## src/rtl/spi_shift_engine.sv

```systemverilog
// SPI master shift engine: pops TX words, serialises MSB-first on mosi, assembles miso into RX words.
// Supports all four CPOL/CPHA modes with a programmable sclk half-period of clkDiv+1 cycles.
module spi_shift_engine #(
    parameter int unsigned DATAWIDTH = 8,
    parameter int unsigned DIVWIDTH  = 16
) (
    input  logic                 i_clk,
    input  logic                 i_reset,
    input  logic                 i_enable,
    input  logic                 i_cpol,
    input  logic                 i_cpha,
    input  logic [DIVWIDTH-1:0]  i_clk_div,
    input  logic                 i_tx_empty,
    input  logic [DATAWIDTH-1:0] i_tx_data,
    output logic                 o_tx_read_req,
    input  logic                 i_rx_full,
    output logic                 o_rx_write_en,
    output logic [DATAWIDTH-1:0] o_rx_data,
    output logic                 o_sclk,
    output logic                 o_mosi,
    input  logic                 i_miso,
    output logic                 o_ss_n,
    output logic                 o_busy,
    output logic                 o_rx_overflow,
    input  logic                 i_overflow_clear
);

    localparam int unsigned        EdgeW    = $clog2(2 * DATAWIDTH + 1);
    localparam logic [EdgeW-1:0]   LastEdge = EdgeW'(2 * DATAWIDTH);

    typedef enum logic [2:0] {
        StIdle,
        StSettle,
        StLoad,
        StShift,
        StDone,
        StStop
    } state_e;

    state_e               r_state;
    logic [DATAWIDTH-1:0] r_tx_shift;
    logic [DATAWIDTH-1:0] r_rx_shift;
    logic [DATAWIDTH-1:0] r_rx_data;
    logic [DIVWIDTH-1:0]  r_cnt;
    logic [DIVWIDTH-1:0]  r_div;
    logic [EdgeW-1:0]     r_edge;
    logic                 r_cpha;
    logic                 r_sclk;
    logic                 r_mosi;
    logic                 r_ss_n;
    logic                 r_tx_rd;
    logic                 r_ovf;

    logic                 w_tick;
    logic                 w_leading;
    logic                 w_last;
    logic                 w_sample;
    logic                 w_shift_out;
    logic                 w_more;
    logic [EdgeW-1:0]     w_edge_num;
    logic [DATAWIDTH-1:0] w_rx_next;

    // Edges are numbered from 1: odd edges lead, even edges trail.
    always_comb begin
        w_tick      = (r_cnt == r_div);
        w_edge_num  = r_edge + EdgeW'(1);
        w_leading   = w_edge_num[0];
        w_last      = (w_edge_num == LastEdge);
        w_sample    = w_tick && (w_leading ^ r_cpha);
        w_shift_out = w_tick && !(w_leading ^ r_cpha) && !w_last;
        w_rx_next   = w_sample ? {r_rx_shift[DATAWIDTH-2:0], i_miso} : r_rx_shift;
        w_more      = i_enable && !i_tx_empty;
    end

    always_ff @(posedge i_clk) begin
        if (i_reset) begin
            r_state    <= StIdle;
            r_tx_shift <= '0;
            r_rx_shift <= '0;
            r_rx_data  <= '0;
            r_cnt      <= '0;
            r_div      <= '0;
            r_edge     <= '0;
            r_cpha     <= 1'b0;
            r_sclk     <= i_cpol;
            r_mosi     <= 1'b0;
            r_ss_n     <= 1'b1;
            r_tx_rd    <= 1'b0;
            r_ovf      <= 1'b0;
        end else begin
            r_tx_rd <= 1'b0;
            if (r_state == StDone && i_rx_full) begin
                r_ovf <= 1'b1;
            end else if (i_overflow_clear) begin
                r_ovf <= 1'b0;
            end

            case (r_state)
                StIdle: begin
                    r_sclk <= i_cpol;
                    r_ss_n <= 1'b1;
                    if (w_more) begin
                        r_state <= StSettle;
                    end
                end
                StSettle: begin
                    r_tx_rd <= 1'b1;
                    r_state <= StLoad;
                end
                StLoad: begin
                    // sclk itself carries the latched polarity for the rest of the word.
                    r_ss_n     <= 1'b0;
                    r_cpha     <= i_cpha;
                    r_div      <= i_clk_div;
                    r_sclk     <= i_cpol;
                    r_cnt      <= '0;
                    r_edge     <= '0;
                    r_rx_shift <= '0;
                    if (!i_cpha) begin
                        r_mosi     <= i_tx_data[DATAWIDTH-1];
                        r_tx_shift <= i_tx_data << 1;
                    end else begin
                        r_tx_shift <= i_tx_data;
                    end
                    r_state <= StShift;
                end
                StShift: begin
                    if (w_tick) begin
                        r_cnt  <= '0;
                        r_sclk <= ~r_sclk;
                        r_edge <= w_edge_num;
                    end else begin
                        r_cnt <= r_cnt + DIVWIDTH'(1);
                    end
                    r_rx_shift <= w_rx_next;
                    if (w_shift_out) begin
                        r_mosi     <= r_tx_shift[DATAWIDTH-1];
                        r_tx_shift <= r_tx_shift << 1;
                    end
                    if (w_tick && w_last) begin
                        r_rx_data <= w_rx_next;
                        r_state   <= StDone;
                    end
                end
                StDone: begin
                    r_cnt <= '0;
                    // Back-to-back words skip SETTLE and keep ssN low.
                    if (w_more) begin
                        r_tx_rd <= 1'b1;
                        r_state <= StLoad;
                    end else begin
                        r_state <= StStop;
                    end
                end
                StStop: begin
                    if (r_cnt == r_div) begin
                        r_ss_n  <= 1'b1;
                        r_state <= StIdle;
                    end else begin
                        r_cnt <= r_cnt + DIVWIDTH'(1);
                    end
                end
                default: begin
                    r_state <= StIdle;
                end
            endcase
        end
    end

    assign o_tx_read_req = r_tx_rd;
    assign o_rx_write_en = (r_state == StDone) && !i_rx_full;
    assign o_rx_data     = r_rx_data;
    assign o_sclk        = r_sclk;
    assign o_mosi        = r_mosi;
    assign o_ss_n        = r_ss_n;
    assign o_busy        = (r_state != StIdle);
    assign o_rx_overflow = r_ovf;

endmodule

```

## config.mk

```make
export PLATFORM = sky130hd
export DESIGN_NAME = spi_shift_engine
export DESIGN_NICKNAME = d
export VERILOG_FILES = /design/src/rtl/spi_shift_engine.sv
export SDC_FILE = /design/constraint.sdc
export NUM_CORES = 1
export LEC_CHECK = 0
export ABC_AREA = 1
export CORE_UTILIZATION = 45
export DETAILED_ROUTE_END_ITERATION = 16
export PLACE_DENSITY = 0.67
export SKIP_LAST_GASP = 1
export SLEW_MARGIN = 20
export SYNTH_ARGS = -nofsm -noshare
export SYNTH_HDL_FRONTEND = slang
export SYNTH_SLANG_ARGS = --single-unit
```

## constraint.sdc

```tcl
create_clock -name i_clk -period 2 [get_ports i_clk]
set_clock_uncertainty 0.1 [all_clocks]
set_input_delay 0.5 -clock i_clk [delete_from_list [all_inputs] [get_ports i_clk]]
set_output_delay 0.5 -clock i_clk [all_outputs]
set_load 0.01 [all_outputs]
```

==> out/qor.csv, run 1 <==
stage,metric,value,unit
setup_path,criticalPathCategory,input pin to primary output,
route,wl,9710,um
synthesis,synth_enable_flop_cells,1,
route,detail_route.vias_per_cell,5.11,
cells_and_area,num_antenna_cells,0,
route,antenna_left,0,
synthesis,synthesis.yosys.warnings,0,
route,routed-via-count,3983,
sta,maxSlewHeadroom,70.3,%
setup_path,worst-endpoint-arrival,1300,ps
place,hpwlAfterDp,6900,um
floorplan,initial_utilization,46.3,%
global_route,number_of_global_route_vias_before_repair,3673,
flow_run,cap_viol_max_count,0,
floorplan,boundaryPins,48,
floorplan,core_area,8680,um^2
clock_tree,cts.sinks,70,
global_route,remaining_global_route_overflow,0,
place,post-place-ws,-166,ps
clock_tree,clock_tree.buffer_depth,2,
synthesis,postSynthAreaPerCell,6.70,um^2
floorplan,die_h,96.5,um
sta,finalHoldWorstSlack,366,ps
global_route,globalRouteTotalUtil,22.4,%
setup_path,crit_path_end_kind,primary output,
sta,measured_slew_at_the_worst_slew_check_pin,445,ps
synthesis,ys_seq_area_share,35.1,%
synthesis,synth_area_leaders,"dfxtp_1 34%, nand2_1 15%, inv_1 8.2%",
route,avgRoutedWirePerCell,12.5,um
route,drc_errors,0,
synthesis,synth_cells,600,
synthesis,ys_seq_elements,70,
cells_and_area,multi_input_area,2160,um^2
synthesis,netlist.area_leader.share,34.4,%
cells_and_area,area_growth_syn_to_layout,24.5,%
synthesis,synth-async-reset-ratio,0,%
sta,post-route-period-util,94.9,%
sta,setup_tns,0,ps
sta,fmaxAchievable,527,MHz
global_route,grt_first_pass_wirelength,16200,um
sta,setup_slack,103,ps
cells_and_area,layout_commonest_cell,nand2_1,
sta,period_minus_ws_final,1900,ps
place,globalplace.congestion,0.859,
synthesis,most_used_flip_flop_cell_after_synthesis,dfxtp_1,
cells_and_area,postLayoutCellArea,5010,um^2
sta,finalMaxSlewViolations,0,
power_and_ir_drop,irDropWorstVdd,1020,uV
place,place.detailed.instances,760,
power_and_ir_drop,report.power.total,6.79,mW
route,drt_first_pass_iters,5,
setup_path,setup.worst_path.start_class,input pin,
outcome,status,"finished, final reports clean",
sta,hold_viol,0,
floorplan,placement_rows,34,
sta,rsz0062_at_grt,yes,
clock_tree,clk_pin_slew_worst_paths,80,ps
cells_and_area,n_fill_cell,845,
clock_tree,tritoncts,built,
power_and_ir_drop,power-per-cell-area,1360,nW/um^2
sta,final-setup-viol-count,0,
place,dpl_cell_area,4730,um^2
route,drt_iter0_markers,222,
clock_tree,cts_root_buf,clkbuf_8,
setup_path,required_time_worst_endpoint,1400,ps
power_and_ir_drop,p_leak,2.22,nW
global_route,number_of_antenna_violations_at_the_first_check_in_global_routing,0,
clock_tree,cts-htree-levels,3,
cells_and_area,seq_area,1420,um^2
cells_and_area,postLayoutCoreUtil,57.7,%
clock_tree,clk-insertion-delay-late,350,ps
cells_and_area,final_cell_mix,"156 x nand2_1, 87 x inv_1, 63 x dfxtp_1",
cells_and_area,drive_gt1_share,15.0,%
synthesis,yosys.cell_types.count,35,
global_route,grt_start_max_net_pins,47,
synthesis,synthesis.nets,636,
synthesis,yosys.area.top_type,dfxtp_1,
floorplan,die_footprint,9320,um^2
place,io_buffers,47,
cells_and_area,stdcell_count,780,
cells_and_area,final_net_count,703,
clock_tree,tritoncts.num_buffers,9,
worst_hold_path,worst_hold_check_path_type,flop to flop,
synthesis,netlist_area_before_placement,4020,um^2
setup_path,worst-path-max-fanout,2,
floorplan,fp.dieW,96.5,um
## critical path, cell delays in order
cell	delay, ps
clkdlybuf4s50_1	470
nor2_1	50
dlygate4sd2_1	280
## state kept, by name (all words and copies together) (netlist names), 3 cells and up
signal,cells
r_cnt,16
r_tx_shift,8
o_rx_data,8
r_edge,5
r_div,16
r_state,3
r_rx_shift,8
## cell type report
class                      instances  share of cell area, %
multi-input combinational        409                   43.1
sequential                        70                   28.4
timing repair buffer              79                   14.4
inverter                          98                   7.35
tap                              108                   2.70
clock buffer                       9                   2.47
clock inverter                     7                   1.57
## cell usage after synthesis, types with 13 or more instances
cell	number
xor2_1	13
inv_1	88
o21ai_0	25
nor2_1	46
clkbuf_1	13
dfxtp_1	69
nand3_1	39
a21oi_1	44
o2111ai_1	14
nand2_1	159
## metal layers
metal  GRT usage, %  share of wire (%)
met5              0                  0
met4           9.56                2.0
met3           3.83                5.0
met2           35.6                 46
met1           30.0                 47
## final timing paths
check,cells past startpoint,slack [ps],end,start
worst max-delay path,3,100,o_rx_write_en,i_rx_full
worst min-delay path,2,370,r_div[4],r_div[4]
worst max register to register,12,140,o_rx_data[4],r_cnt[12]
worst min register to register,2,370,r_div[4],r_div[4]
## cells by family after synthesis
logic type | count (synthesis) | synth area share [%]
buffers and inverters | 121 | 12.2
XOR/XNOR | 17 | 3.70
AO/OA/AOI/OAI | 115 | 17.4
AND/OR/NAND/NOR | 274 | 30.6
flip-flops | 70 | 35.1
adder cells (fa/ha/maj) | 3 | 0.934
## power by group
group	switching (mW)	internal [mW]
clock	0.618	0.593
combinational	2.42	1.34
sequential	0.157	1.66
## repair_timing
item / 4_1_cts / 5_1_grt
pin swaps: 0 / 2
hold buffers: 0 / 0
setup endpoints to repair: 2 / 31
gates resized for setup: 5 / 12
buffers inserted: 0 / 4
No activity file was read; power rests on OpenSTA's default activity.
==> run 2: changes to the inputs <==
ABC_AREA = default   (was 1)
PLACE_DENSITY = 0.72   (was 0.67)
==> out/qor.csv, run 2 <==
stage,metric,value,unit
outcome,status,"complete, but fails checks",
outcome,violations,setup timing,
cells_and_area,postLayoutCoreUtil,65.5,%
route,avgRoutedWirePerCell,16.6,um
place,globalplace.congestion,0.866,
clock_tree,tritoncts.num_buffers,9,
sta,setup_slack,-30.2,ps
worst_hold_path,worst_hold_check_path_type,flop to flop,
floorplan,die_h,95.2,um
cells_and_area,final_cell_mix,"74 x nand2_1, 63 x dfxtp_1, 53 x buf_4",
synthesis,synthesis.yosys.warnings,0,
worst_hold_path,whs_path_depth,2,
floorplan,die_footprint,9070,um^2
floorplan,core_area,8300,um^2
global_route,globalRouteTotalUtil,25.6,%
global_route,grt_first_pass_wirelength,18000,um
synthesis,netlist.area_leader.share,35.3,%
cells_and_area,drive_gt1_share,22.5,%
synthesis,yosys.area.top_type,dfxtp_1,
cells_and_area,area_growth_syn_to_layout,38.9,%
setup_path,worst_r2r_path_depth,8,
setup_path,required_time_worst_endpoint,2140,ps
place,io_buffers,47,
route,drc_errors,0,
synthesis,synth-async-reset-ratio,0,%
global_route,remaining_global_route_overflow,0,
synthesis,most_used_flip_flop_cell_after_synthesis,dfxtp_1,
synthesis,ys_seq_elements,70,
synthesis,synth_area_leaders,"dfxtp_1 35%, nand2_1 7.1%, mux2i_1 4.9%",
sta,rsz0062_at_grt,yes,
synthesis,synthesis.nets,528,
flow_run,cap_viol_max_count,0,
synthesis,yosys.cell_types.count,63,
power_and_ir_drop,p_leak,2.06,nW
clock_tree,tritoncts,built,
floorplan,initial_utilization,47.1,%
route,wl,11400,um
route,antenna_left,0,
synthesis,postSynthAreaPerCell,7.95,um^2
synthesis,synth_enable_flop_cells,1,
sta,fmaxAchievable,493,MHz
setup_path,criticalPathCategory,flop to flop,
clock_tree,cts-htree-levels,3,
route,drt_iter0_markers,435,
sta,final-setup-viol-count,14,
sta,finalHoldWorstSlack,362,ps
cells_and_area,n_fill_cell,650,
setup_path,worst-path-max-fanout,12,
sta,post-route-period-util,102,%
floorplan,boundaryPins,48,
clock_tree,clock_tree.buffer_depth,2,
global_route,number_of_antenna_violations_at_the_first_check_in_global_routing,0,
route,drt_first_pass_iters,5,
clock_tree,postCtsHoldBufs,0,
sta,hold_viol,0,
cells_and_area,final_net_count,610,
cells_and_area,num_antenna_cells,0,
clock_tree,cts.sinks,70,
sta,maxSlewHeadroom,59.2,%
route,detail_route.vias_per_cell,6.09,
floorplan,placement_rows,33,
power_and_ir_drop,irDropWorstVdd,638,uV
synthesis,ranking_of_synthesized_cells_by_instance_count,"74 x nand2_1, 69 x dfxtp_1, 36 x a21oi_1, 28 x clkbuf_1, 25 x nand3_1",
clock_tree,cts_root_buf,clkbuf_8,
synthesis,synth_most_common_cell,nand2_1,
synthesis,ys_seq_area_share,36.1,%
synthesis,synth_cells,492,
setup_path,setup.worst_path.start_class,flop,
global_route,number_of_global_route_vias_before_repair,3676,
route,routed-via-count,4165,
power_and_ir_drop,power-per-cell-area,1180,nW/um^2
sta,measured_slew_at_the_worst_slew_check_pin,608,ps
cells_and_area,largest_registers,"r_cnt (16), r_div (16)",
setup_path,crit_path_end_kind,flop,
cells_and_area,layout_commonest_cell,nand2_1,
floorplan,fp.dieW,95.2,um
synthesis,netlist_area_before_placement,3910,um^2
global_route,grt_start_max_net_pins,37,
setup_path,worst-endpoint-arrival,2170,ps
setup_path,worst-r2r-setup-slack,-30,ps
sta,period_minus_ws_final,2030,ps
clock_tree,clk-insertion-delay-late,360,ps
place,hpwlAfterDp,7290,um
clock_tree,clk_pin_slew_worst_paths,80,ps
sta,finalMaxSlewViolations,0,
## run 2: cell count changes in the layout (fill, tap and decap cells not counted), sizes merged, moves of 12 or more
cell and change:
a21oi -13, a31oi +20, buf +34, inv -91, mux2i +19, nand2 -93
nand3 -13, nor2 -31, o21ai -12
## run 2: cells by family (layout without fill, tap and decap cells)
kind of cell	count (synthesis)	after routing	share of synthesized area (%)
compound gates	144	144	24.3
xor+xnor	19	19	4.25
fa+ha+maj	3	3	0.960
buf+inv	55	142	5.92
flops	70	70	36.1
mux	20	20	5.15
simple gates	181	181	23.4
## run 2: per-layer routing
layer | vias to the layer above | GRT usage (%) | part of all wire [%]
li1 | 1970 | - | -
met1 | 1976 | 34.4 | 44
met2 | 186 | 39.5 | 47
met3 | 33 | 4.47 | 6.6
met4 | 0 | 12.0 | 2.4
met5 | - | 0 | 0
## run 2: area by class of cell
type	instances	area [um^2]	area share, %
clock inverters	4	75.1	1.38
flip-flops and latches	70	1420	26.2
repair buffers	115	1110	20.5
multi-input cells	367	2470	45.5
inverters	11	41.3	0.760
well taps	105	131	2.42
clock buffers	12	176	3.25
## run 2: critical path, cell delays in order, from the launching register on
cell	delay (ps)
dfxtp_1	360
xor2_1	200
nor4_2	340
buf_4	180
nand4_4	110
buf_6	150
buf_6	150
o2111ai_2	200
o311ai_1	120
## run 2: where the power goes
group | total (mW) | leakage [nW] | internal [mW] | switching (mW)
Clock | 1.43 | 0.120 | 0.846 | 0.581
Combinational | 3.35 | 1.37 | 1.60 | 1.75
Sequential | 1.64 | 0.572 | 1.53 | 0.116
## run 2: worst paths after layout
| kind | startpoint | endpoint |
|---|---|---|
| min reg2reg | o_mosi | o_mosi |
| max reg2reg | r_cnt[12] | r_edge[3] |
| max | r_cnt[12] | r_edge[3] |
| min | o_mosi | o_mosi |
## run 2: repair_timing
action / in CTS / in global routing
resized for setup: 24 / 36
endpoints found under the hold margin: 0 / 0
gates cloned: 0 / 3
buffers inserted: 3 / 4
endpoints found under the setup margin: 35 / 40
pin swaps: 7 / 19
## run 2: through the flow
step	instances	instance area, um^2	setup slack, ps	power (mW)	TNS [ps]
6_report	684	5430	-30.2	6.42	-247
5_1_grt	684	5430	-118	6.72	-2390
4_1_cts	677	5200	-29.3	5.81	-159
3_5_place_dp	658	4830	-176	4.12	-2340
3_3_place_gp	658	4830	-185	4.07	-217
2_1_floorplan	492	3910	3.40	3.14	0
==> run 3: changes to the inputs <==
DONT_BUFFER_PORTS = 1   (was default)
PLACE_DENSITY = 0.65   (was 0.72)
==> out/qor.csv, run 3 (synthesis gave the netlist of run 2 again) <==
stage,metric,value,unit
setup_path,critical_path.reg2reg.endpoint,o_rx_data[0],
setup_path,required_time_worst_endpoint,2130,ps
route,drt_iter0_markers,271,
clock_tree,tritoncts,built,
clock_tree,clk_pin_slew_worst_paths,90,ps
outcome,status,"complete, but fails checks",
setup_path,worst-r2r-setup-slack,-30,ps
global_route,number_of_global_route_vias_before_repair,3436,
floorplan,core_area,8300,um^2
power_and_ir_drop,p_leak,1.83,nW
sta,hold_viol,0,
cells_and_area,postLayoutCellArea,4850,um^2
place,place.detailed.instances,607,
clock_tree,cts_root_buf,clkbuf_8,
worst_hold_path,worst_hold_check_path_type,input pin to flop,
global_route,grt_first_pass_wirelength,16500,um
floorplan,die_footprint,9070,um^2
worst_hold_path,holdPathEnd,o_rx_data[7],
cells_and_area,largest_registers,"r_cnt (16), r_div (16)",
setup_path,criticalPathCategory,flop to flop,
sta,post-route-period-util,102,%
sta,measured_slew_at_the_worst_slew_check_pin,654,ps
route,routed-via-count,3866,
sta,maxSlewHeadroom,56.3,%
place,hpwlAfterDp,7130,um
power_and_ir_drop,power-per-cell-area,1300,nW/um^2
route,detail_route.vias_per_cell,6.12,
outcome,violations,setup timing,
flow_run,cap_viol_max_count,0,
setup_path,worst_r2r_path_depth,7,
setup_path,worst-path-max-fanout,8,
setup_path,crit_path_end_kind,flop,
cells_and_area,num_antenna_cells,0,
cells_and_area,layout_commonest_cell,nand2_1,
route,drt_first_pass_iters,5,
floorplan,initial_utilization,47.1,%
route,antenna_left,0,
power_and_ir_drop,irDropWorstVdd,756,uV
cells_and_area,area_growth_syn_to_layout,23.9,%
route,wl_met3,521,um
sta,fmaxAchievable,492,MHz
worst_hold_path,whs_path_depth,1,
floorplan,placement_rows,33,
route,wl,10700,um
route,avgRoutedWirePerCell,17.0,um
sta,final-setup-viol-count,14,
cells_and_area,final_cell_mix,"74 x nand2_1, 65 x dfxtp_1, 51 x buf_4",
cells_and_area,final_net_count,559,
sta,period_minus_ws_final,2030,ps
floorplan,die_h,95.2,um
sta,rsz0062_at_grt,yes,
place,globalplace.congestion,0.852,
cells_and_area,drive_gt1_share,22.0,%
sta,setup_tns,-157,ps
route,met1Wirelength,5090,um
cells_and_area,n_fill_cell,739,
place,io_buffers,0,
worst_hold_path,worst_hold_startpoint,i_reset,
sta,finalHoldWorstSlack,102,ps
floorplan,boundaryPins,48,
clock_tree,clk-insertion-delay-late,360,ps
setup_path,worst-endpoint-arrival,2170,ps
clock_tree,cts-htree-levels,3,
global_route,grt_start_max_net_pins,47,
global_route,globalRouteTotalUtil,23.5,%
place,dpl_cell_area,4300,um^2
route,route.met2.wl,4960,um
sta,setup_slack,-32.5,ps
route,drc_errors,0,
clock_tree,clock_tree.buffer_depth,2,
setup_path,r2r_start,r_cnt[6],
sta,finalMaxSlewViolations,0,
clock_tree,cts.sinks,70,
floorplan,fp.dieW,95.2,um
route,uppermost_layer_routed,met4,
global_route,remaining_global_route_overflow,0,
global_route,number_of_antenna_violations_at_the_first_check_in_global_routing,0,
clock_tree,tritoncts.num_buffers,9,
setup_path,setup.worst_path.start_class,flop,
cells_and_area,stdcell_count,632,
-- run 3: final cells by class --
class	count	area, um^2	area share [%]
Multi-Input combinational cell	368	2440	50.3
Inverter	11	41.3	0.852
Timing Repair Buffer	63	584	12.1
Sequential cell	70	1420	29.3
Clock inverter	6	110	2.27
Clock buffer	9	124	2.56
Tap cell	105	131	2.71
-- run 3: where the power goes --
part | internal [mW] | switching, mW | total [mW]
Combinational | 1.55 | 1.68 | 3.23
Clock | 0.823 | 0.586 | 1.41
Sequential | 1.53 | 0.119 | 1.64
-- run 3: worst max-delay path, cell delays in order (launching register included) --
cell,delay (ps)
dfxtp_2,350
xor2_2,180
nor4_4,350
buf_4,200
nand4_4,180
nor3_2,230
buf_4,200
a311oi_2,110
-- run 3: timing repair --
| item | CTS | global route |
|---|---|---|
| cloned | 0 | 3 |
| resized for setup | 6 | 35 |
| buffers inserted | 6 | 1 |
| setup endpoints to repair | 40 | 44 |
| hold buffers | 0 | 0 |
| pin swaps | 7 | 21 |
-- run 3: how the worst max path moves through the flow --
stage	end	from	slack [ps]
after global routing	o_rx_data[0]	r_cnt[6]	-90
after floorplan	o_sclk	r_cnt[10]	3
after CTS	o_rx_data[7]	r_cnt[11]	-6
after global placement	o_rx_data[5]	r_div[2]	-60
after detailed placement	o_rx_data[7]	r_div[2]	-140
final	o_rx_data[0]	r_cnt[6]	-30
-- run 3: routing by layer --
metal | global-route usage [%] | vias to the layer above
met5 | 0 | -
met4 | 9.60 | 0
met3 | 3.59 | 19
met2 | 36.3 | 130
met1 | 32.4 | 1845
li1 | - | 1872
-- run 3: stage by stage --
stage	utilization [%]	power (mW)	worst slack, ps
after floorplan	-	3.14	3.40
after global placement	51.8	3.94	-62.1
after detailed placement	51.8	3.97	-138
after CTS	55.6	5.64	-6.42
after global routing	58.4	6.54	-86.3
final	58.4	6.28	-32.5
